==> config.mk <==
export PLATFORM = sky130hd
export DESIGN_NAME = vc_wrr_scheduler
export DESIGN_NICKNAME = d
export VERILOG_FILES = /design/src/rtl/vc_wrr_scheduler_pkg.sv /design/src/rtl/vc_wrr_scheduler_rr_rotate_sel.sv /design/src/rtl/vc_wrr_scheduler.sv
export SDC_FILE = /design/constraint.sdc
export NUM_CORES = 1
export LEC_CHECK = 0
export BUFFER_PORTS_ARGS = -buffer_cell sky130_fd_sc_hd__buf_2
export CORE_MARGIN = 2
export CORE_UTILIZATION = 38
export DETAILED_ROUTE_END_ITERATION = 16
export PLACE_DENSITY_LB_ADDON = 0.3
export SETUP_SLACK_MARGIN = 0.4
export SLEW_MARGIN = 15
export SYNTH_ARGS = -nofsm -noshare
export SYNTH_HDL_FRONTEND = slang
export SYNTH_SLANG_ARGS = --single-unit
==> constraint.sdc <==
create_clock -name clk -period 3.95 [get_ports clk]
set_input_delay 0.9875 -clock clk [delete_from_list [all_inputs] [get_ports clk]]
set_output_delay 0.9875 -clock clk [all_outputs]
set_load 0.1 [all_outputs]
==> src/rtl/vc_wrr_scheduler_pkg.sv <==
// rtl/vc_wrr_scheduler_pkg.sv - shared constants, state encoding and helpers for the VC WRR scheduler
package vc_wrr_scheduler_pkg;

    localparam int NUM_VC           = 4;
    localparam int DEFAULT_WEIGHT_W = 3;

    // Class field position inside the 12-bit word, for downstream consumers
    localparam int WORD_W    = 12;
    localparam int CLASS_LSB = 8;
    localparam int CLASS_MSB = 9;

    typedef enum logic [1:0] {
        ST_IDLE   = 2'd0,
        ST_CONFIG = 2'd1,
        ST_ACTIVE = 2'd2
    } sched_state_e;

    function automatic logic [NUM_VC-1:0] vc_onehot(input logic [1:0] idx);
        return NUM_VC'(1) << idx;
    endfunction

endpackage

==> src/rtl/vc_wrr_scheduler_rr_rotate_sel.sv <==
// rtl/vc_wrr_scheduler_rr_rotate_sel.sv - rotating-priority pick over 4 requests, starting at ptr+1
module rr_rotate_sel (
    input  logic [3:0] i_req,
    input  logic [1:0] i_ptr,
    output logic       o_found,
    output logic [1:0] o_idx
);

    logic [1:0] w_cand;

    // Walk from lowest to highest priority so the nearest hit after ptr wins; ptr itself is last.
    always_comb begin
        o_found = 1'b0;
        o_idx   = i_ptr;
        w_cand  = i_ptr;
        for (int k = 4; k >= 1; k--) begin
            w_cand = i_ptr + 2'(k);
            if (i_req[w_cand]) begin
                o_found = 1'b1;
                o_idx   = w_cand;
            end
        end
    end

endmodule

==> src/rtl/vc_wrr_scheduler.sv <==
// rtl/vc_wrr_scheduler.sv - weighted round-robin pop scheduler for four class FIFOs into one output FIFO
module vc_wrr_scheduler
    import vc_wrr_scheduler_pkg::*;
#(
    parameter int WEIGHT_W = DEFAULT_WEIGHT_W
) (
    input  logic                       clk,
    input  logic                       reset,
    input  logic                       i_init,
    input  logic [NUM_VC*WEIGHT_W-1:0] i_cfg_weights,
    input  logic [NUM_VC-1:0]          i_empty,
    input  logic                       i_down_afull,
    output logic [NUM_VC-1:0]          o_pop,
    output logic                       o_valid,
    output logic [1:0]                 o_grant_idx,
    output logic                       o_idle
);

    sched_state_e                     r_state;
    logic [NUM_VC-1:0][WEIGHT_W-1:0]  r_weight;
    logic [NUM_VC-1:0][WEIGHT_W-1:0]  r_credit;
    logic [1:0]                       r_ptr;
    logic [1:0]                       r_grant_idx;
    logic                             r_valid;

    logic [NUM_VC-1:0] w_elig;
    logic              w_ptr_ok;
    logic              w_scan_found;
    logic [1:0]        w_scan_idx;
    logic [1:0]        w_sel;
    logic              w_fire;

    always_comb begin
        w_elig = '0;
        for (int i = 0; i < NUM_VC; i++) begin
            w_elig[i] = !i_empty[i] && (r_weight[i] != '0);
        end
    end

    assign w_ptr_ok = w_elig[r_ptr] && (r_credit[r_ptr] != '0);

    // Hand-over target is computed every cycle so a switch costs no bubble.
    rr_rotate_sel u_rr_rotate_sel (
        .i_req   (w_elig),
        .i_ptr   (r_ptr),
        .o_found (w_scan_found),
        .o_idx   (w_scan_idx)
    );

    assign w_sel  = w_ptr_ok ? r_ptr : w_scan_idx;
    assign w_fire = (r_state == ST_ACTIVE) && !reset && !i_down_afull && (w_ptr_ok || w_scan_found);
    assign o_pop  = w_fire ? vc_onehot(w_sel) : '0;

    always_ff @(posedge clk) begin
        if (reset) begin
            r_state     <= ST_IDLE;
            r_weight    <= '0;
            r_credit    <= '0;
            r_ptr       <= '0;
            r_grant_idx <= '0;
            r_valid     <= 1'b0;
        end else begin
            r_valid <= w_fire;
            case (r_state)
                ST_IDLE: begin
                    if (i_init) r_state <= ST_CONFIG;
                end
                ST_CONFIG: begin
                    r_weight    <= i_cfg_weights;
                    r_credit    <= '0;
                    r_credit[0] <= i_cfg_weights[WEIGHT_W-1:0];
                    r_ptr       <= '0;
                    r_state     <= ST_ACTIVE;
                end
                ST_ACTIVE: begin
                    if (w_fire) begin
                        r_grant_idx <= w_sel;
                        if (w_ptr_ok) begin
                            r_credit[r_ptr] <= r_credit[r_ptr] - WEIGHT_W'(1);
                        end else begin
                            // Selected class is eligible, so its weight is non-zero here.
                            r_credit[w_sel] <= r_weight[w_sel] - WEIGHT_W'(1);
                            r_ptr           <= w_sel;
                        end
                    end
                    if (i_init) r_state <= ST_CONFIG;
                end
                default: r_state <= ST_IDLE;
            endcase
        end
    end

    assign o_valid     = r_valid;
    assign o_grant_idx = r_grant_idx;
    assign o_idle      = (r_state == ST_IDLE);

endmodule

* Word level (Yosys, flattened, before mapping)
Index checks and enable logic that the tools add are counted.
W data, S select, Z words.
** Word-level totals
- Register bits :: 31
** Cells by class
- Reductions and logical operators :: 28
- Add/sub/neg operators :: 5
- Multiplexer cells :: 35
- Equality and inequality tests :: 5
- $lt $le $gt $ge :: 7
- Shift-type cells :: 1
** Operators by type and width (number)
- $bwmux W12 :: 2
- $mux W12 :: 2
- $pmux W12 S2 :: 1
- $lt A2 B3 Y1 const B :: 5
- $reduce_bool A3 Y1 :: 5
- $mux W2 :: 7
- $bmux W3 S2 :: 2
- $demux W3 S2 :: 2
- $mux W3 :: 4
- $logic_and A1 B1 Y1 :: 10
- $bmux W1 S2 :: 4
- $mux W1 :: 8
- $pmux W2 S2 :: 2
- $logic_not A1 Y1 :: 6
- $sub A3 B1 Y3 const B :: 2
- $add A2 B2 Y2 const B :: 2
- $ge A2 B1 Y1 const B :: 2
- $mux W4 :: 1
- $ne A2 B2 Y1 const B :: 2
- $reduce_and A2 Y1 :: 2
- $shl A1 B2 Y4 const A :: 1
- $reduce_and A3 Y1 :: 1
- $add A2 B1 Y2 const B :: 1
- $eq A2 B1 Y1 const B :: 1
- other kinds (6) :: 6

* Logic depth before layout (Yosys ltp)
- Word-level depth :: 16
- Gate-level depth with buffers :: 14

* Modules after synthesis
Synthesis repeated with hierarchy kept, for this count alone.
** Unflattened totals
- Cells, all modules :: 255
- Area, all modules :: 2024.4 µm²
** Modules (own cells, without submodules)
- vc_wrr_scheduler :: area each 1941.9 µm², times used 1, cells each 241
- rr_rotate_sel :: area each 82.6 µm², times used 1, cells each 14

* Worst setup path after synthesis
OpenSTA, ideal clock, no wires.
- Path type :: register to output
- From :: register r_ptr[0]
- To :: output port o_pop[0]
- Path buffers :: 3
- Arrival :: 4.609 ns
- Slack :: -1.647 ns
- Required time :: 2.963 ns
- Stages on the path, launching flop included :: 12
- Path through :: dfxtp_1 > buf_2 > buf_2 > mux2_2 > o21ai_0 > ha_1 > nor2b_2 > nor3_1 > nor4b_2 > nor2_1 > buf_2 > nor3_1
** Between the ends
- Cells in the longest elaborated chain, start to end :: 9
- Elaborated cells between the ends (all ways) :: 27
** RTL lines
- start: declaration :: line vc_wrr_scheduler.sv:22 : logic [1:0] r_ptr;
- start signal: assignment :: line vc_wrr_scheduler.sv:83 : r_ptr <= w_sel;
- $add A2 B2 Y2 / $bmux W1 S2 (equally long branches) :: line vc_wrr_scheduler_rr_rotate_sel.sv:17, vc_wrr_scheduler_rr_rotate_sel.sv:18, vc_wrr_scheduler.sv:40
- $bmux W1 S2 / $mux W1 (equally long branches) :: line vc_wrr_scheduler_rr_rotate_sel.sv:18, vc_wrr_scheduler.sv:40
- $mux W1 (implied by the code) :: line vc_wrr_scheduler_rr_rotate_sel.sv:18 : if (i_req[w_cand]) begin
- $mux W2 / $mux W1 (equally long branches) (3 in a row) :: line vc_wrr_scheduler_rr_rotate_sel.sv:18
- $mux W2 / $logic_or A1 B1 Y1 (equally long branches) :: line vc_wrr_scheduler.sv:50, vc_wrr_scheduler.sv:51
- $shl A1 B2 Y4 / $logic_and A1 B1 Y1 (equally long branches) :: line vc_wrr_scheduler_pkg.sv:19, vc_wrr_scheduler.sv:51
- $mux W4 (*) :: line vc_wrr_scheduler.sv:52 : assign o_pop = w_fire ? vc_onehot(w_sel) : '0;
- end: declaration :: line vc_wrr_scheduler.sv:13 : output logic [NUM_VC-1:0] o_pop,
Every way passes the cells marked *; elsewhere a longest branch is shown, timed or not. The select of a mux whose other input is x is not followed.

* Worst setup path in the final report
- From :: input port i_empty[2]
- To :: output port o_pop[0]
** Between the ends
- Cells in the longest elaborated chain, start to end :: 11
- Elaborated cells between the ends (all ways) :: 23
** RTL lines
- start: declaration :: line vc_wrr_scheduler.sv:11 : input logic [NUM_VC-1:0] i_empty,
- $logic_not A1 Y1 (*) :: line vc_wrr_scheduler.sv:36 : w_elig[i] = !i_empty[i] && (r_weight[i] != '0);
- $logic_and A1 B1 Y1 (*) :: line vc_wrr_scheduler.sv:36
- $bmux W1 S2 :: line vc_wrr_scheduler_rr_rotate_sel.sv:18, vc_wrr_scheduler.sv:40
- $mux W1 (implied by the code) :: line vc_wrr_scheduler_rr_rotate_sel.sv:18, vc_wrr_scheduler.sv:40
- $mux W1 (4 in a row) :: line vc_wrr_scheduler_rr_rotate_sel.sv:18
- $logic_or A1 B1 Y1 :: line vc_wrr_scheduler.sv:51 : assign w_fire = (r_state == ST_ACTIVE) && !reset && !i_down_afull && (w_ptr_ok || w_scan_found);
- $logic_and A1 B1 Y1 :: line vc_wrr_scheduler.sv:51
- $mux W4 (*) :: line vc_wrr_scheduler.sv:52
Marked as above.

==> results.ini <==
[global_route]
use_met3_pct = 4.49
antenna_found_initial = 0
grt_usage_pct = 22.3
grt_pass1_vias = 2172
grt_pass1_wl_um = 11000
grtUsageMet1_pct = 30.9
gr-total-overflow = 0
use_met2_pct = 35.1
grt_max_degree = 30
busiest_layer = met2

[route]
wl_per_cell_um = 16.9
drt_pre_antenna_iters = 4
wirelength_um = 6690
first_iter_violations = 155
postRouteAntennaNets = 0
vias_per_cell = 5.73
drc = 0
vias = 2271

[logic_synthesis]
avgSynthCellArea_um2 = 8.14
synth_area_leaders = dfxtp_1 (28%), nand2_1 (6.6%), a21oi_1 (5.4%)
netlist_area_um2 = 2220
yosysUniqueCellTypes = 64
netlist_instances = 273
yosys_warnings = 0
synth_edf_count = 0
syn-num-nets = 299
synthFlopType = dfxtp_1
synth_top_area_share_pct = 27.9
synthArstFlopShare_pct = 0
synth_top_area_cell = dfxtp_1
ys_seq_area_share_pct = 27.9
synth-seq-cells = 31

[power_and_ir_drop]
power_frac_seq_pct = 41.1
clockPowerShare_pct = 28.4
combPwrFrac_pct = 30.5
p_int_uw = 564
p_sw_uw = 271
p_leak_nw = 1.05
sw_frac_of_total_pct = 32.5
ir_worst_vdd_v = 0.000208
total_power_uw = 835
powerDensity_nw_per_um2 = 278

[clocking]
clk_latency_ps = 290
cts_hold_buffers = 0
clk_pin_slew_ps = 60
cts.sinks = 31
clock_tree.buffer_depth = 2
cts-root-buf = clkbuf_8
htree_levels = 2
cts_tree = built
cts_buffers = 5

[sta]
fmax_mhz = 270
finClkSkew_ps = 6.76
fin_crit_ps = 3700
relSlewSlack_pct = 61.6
rsz0062_at_grt = yes
hold_viol_final = 0
max_slew.worst_pin.slew_ps = 575
hold_ws_ps = 461
post-route-period-util_pct = 93.7
setup_viol = 0
drv_slew = 0

[finish]
area_growth_pct = 35.1
fin_area_um2 = 3000
regArea_um2 = 628
final_cell_mix = nand2_1 (37), dfxtp_1 (29), buf_4 (29), a21oi_1 (24), buf_2 (21)
diodes = 0
nFillCells = 522
multiInputGateArea_um2 = 1720
final_common_cell = nand2_1
utilization_pct = 53.8
drive_gt1_share_pct = 35.5
final_nets = 349

[critical_path]
cp.required_ps = 2960
cp-start-kind = primary input
path_max_fanout = 4
critPathArrivalTime_ps = 2710
crit_type = primary input to primary output
cp-end-kind = primary output

[floorplanning]
fp.dieW_um = 80.5
io_pins = 28
core.rowCount = 27
start_util_pct = 39.9
die_area_um2 = 6480
chipHeight_um = 80.5
core_um2 = 5570

[placed_design]
gp_congestion = 0.885
dp_hpwl_um = 4970
placed_cell_area_um2 = 2620
port_buffers = 27

[run_status]
status = finished, final reports clean

[hold_path]
holdCritPathClass = register to register

[run]
cap_violations = 0

[cells in the mapped netlist, drive strengths merged (2+ instances only)]
cell type   n
a211oi      9
a21oi      24
a221oi      2
a22oi       2
a311oi      5
a31oi       8
a32oi       5
and2        2
and3        2
buf         6
clkbuf      9
dfxtp      31
ha          6
inv         8
mux2i       4
mux4        2
nand2      40
nand2b      8
nand3       4
nor2       19
nor2b       3
nor3       13
nor3b       2
nor4        2
o21a        2
o21ai      10
o221a       2
o22ai       3
o31ai       3
o32ai       5
or2         2
or3         8
xnor2       5
[sequential cells by signal (all words and copies together) (netlist names)]
signal,flops
o_grant_idx,2
o_valid,1
r_credit,12
r_ptr,2
r_state,2
r_weight,12
[final timing paths]
| kind | depth (start not counted) | endpoint | slack, ps | from |
|---|---|---|---|---|
| worst max-delay path | 9 | o_pop[0] | 250 | i_empty[2] |
| worst min-delay path | 2 | o_grant_idx[0] | 460 | o_grant_idx[0] |
| worst max register to register | 10 | r_credit[6] | 1030 | r_ptr[0] |
| worst min register to register | 2 | o_grant_idx[0] | 460 | o_grant_idx[0] |
[worst max-delay path, stage by stage]
cell,delay (ps)
buf_8,100
or2_1,220
o221a_4,240
or3_4,340
a41oi_4,240
nor2_4,100
buf_6,140
nor3_4,140
buf_12,200
[power by group through the flow]
stage | Sequential [mW] | Combinational, mW | Clock (mW)
after CTS | 0.344 | 0.223 | 0.242
after detailed placement | 0.352 | 0.204 | 0
after global placement | 0.351 | 0.203 | 0
after floorplan | 0.349 | 0.146 | 0
final | 0.344 | 0.255 | 0.237
after global routing | 0.346 | 0.274 | 0.254
[layer usage]
metal | routed length (um) | vias to the layer above
li1 | - | 1134
met1 | 3080 | 1061
met2 | 3200 | 67
met3 | 324 | 9
met4 | 93 | 0
met5 | 0 | -
[stage by stage]
step / setup slack [ps] / TNS [ps] / instances
floorplan: -44.2 / -44.2 / 273
global placement: 195 / 0 / 371
detailed placement: 166 / 0 / 371
CTS: 231 / 0 / 389
global route: 174 / 0 / 396
finish: 249 / 0 / 396
[cell families after synthesis]
kind of cell,after synthesis,share of synthesized area [%]
and+or+nand+nor,111,27.2
muxes,7,4.34
buffers and inverters,23,4.79
DFF,31,27.9
adders and majority gates,6,3.38
xor gates and xnor gates,5,1.97
AOI/OAI and AO/OA,90,30.4
[cell type report]
type,instances,area share (%)
Tap cell,72,3.00
Clock inverter,1,0.167
Inverter,8,1.00
Sequential cell,31,20.9
Clock buffer,7,2.54
Timing Repair Buffer,58,15.0
Multi-Input combinational cell,219,57.3
[what timing repair did]
action | 4_1_cts | 5_1_grt
setup buffers | 10 | 7
gates resized for setup | 18 | 19
pin swaps | 3 | 5
endpoints found under the setup margin | 4 | 4
Power figures use the tool's default switching activity.
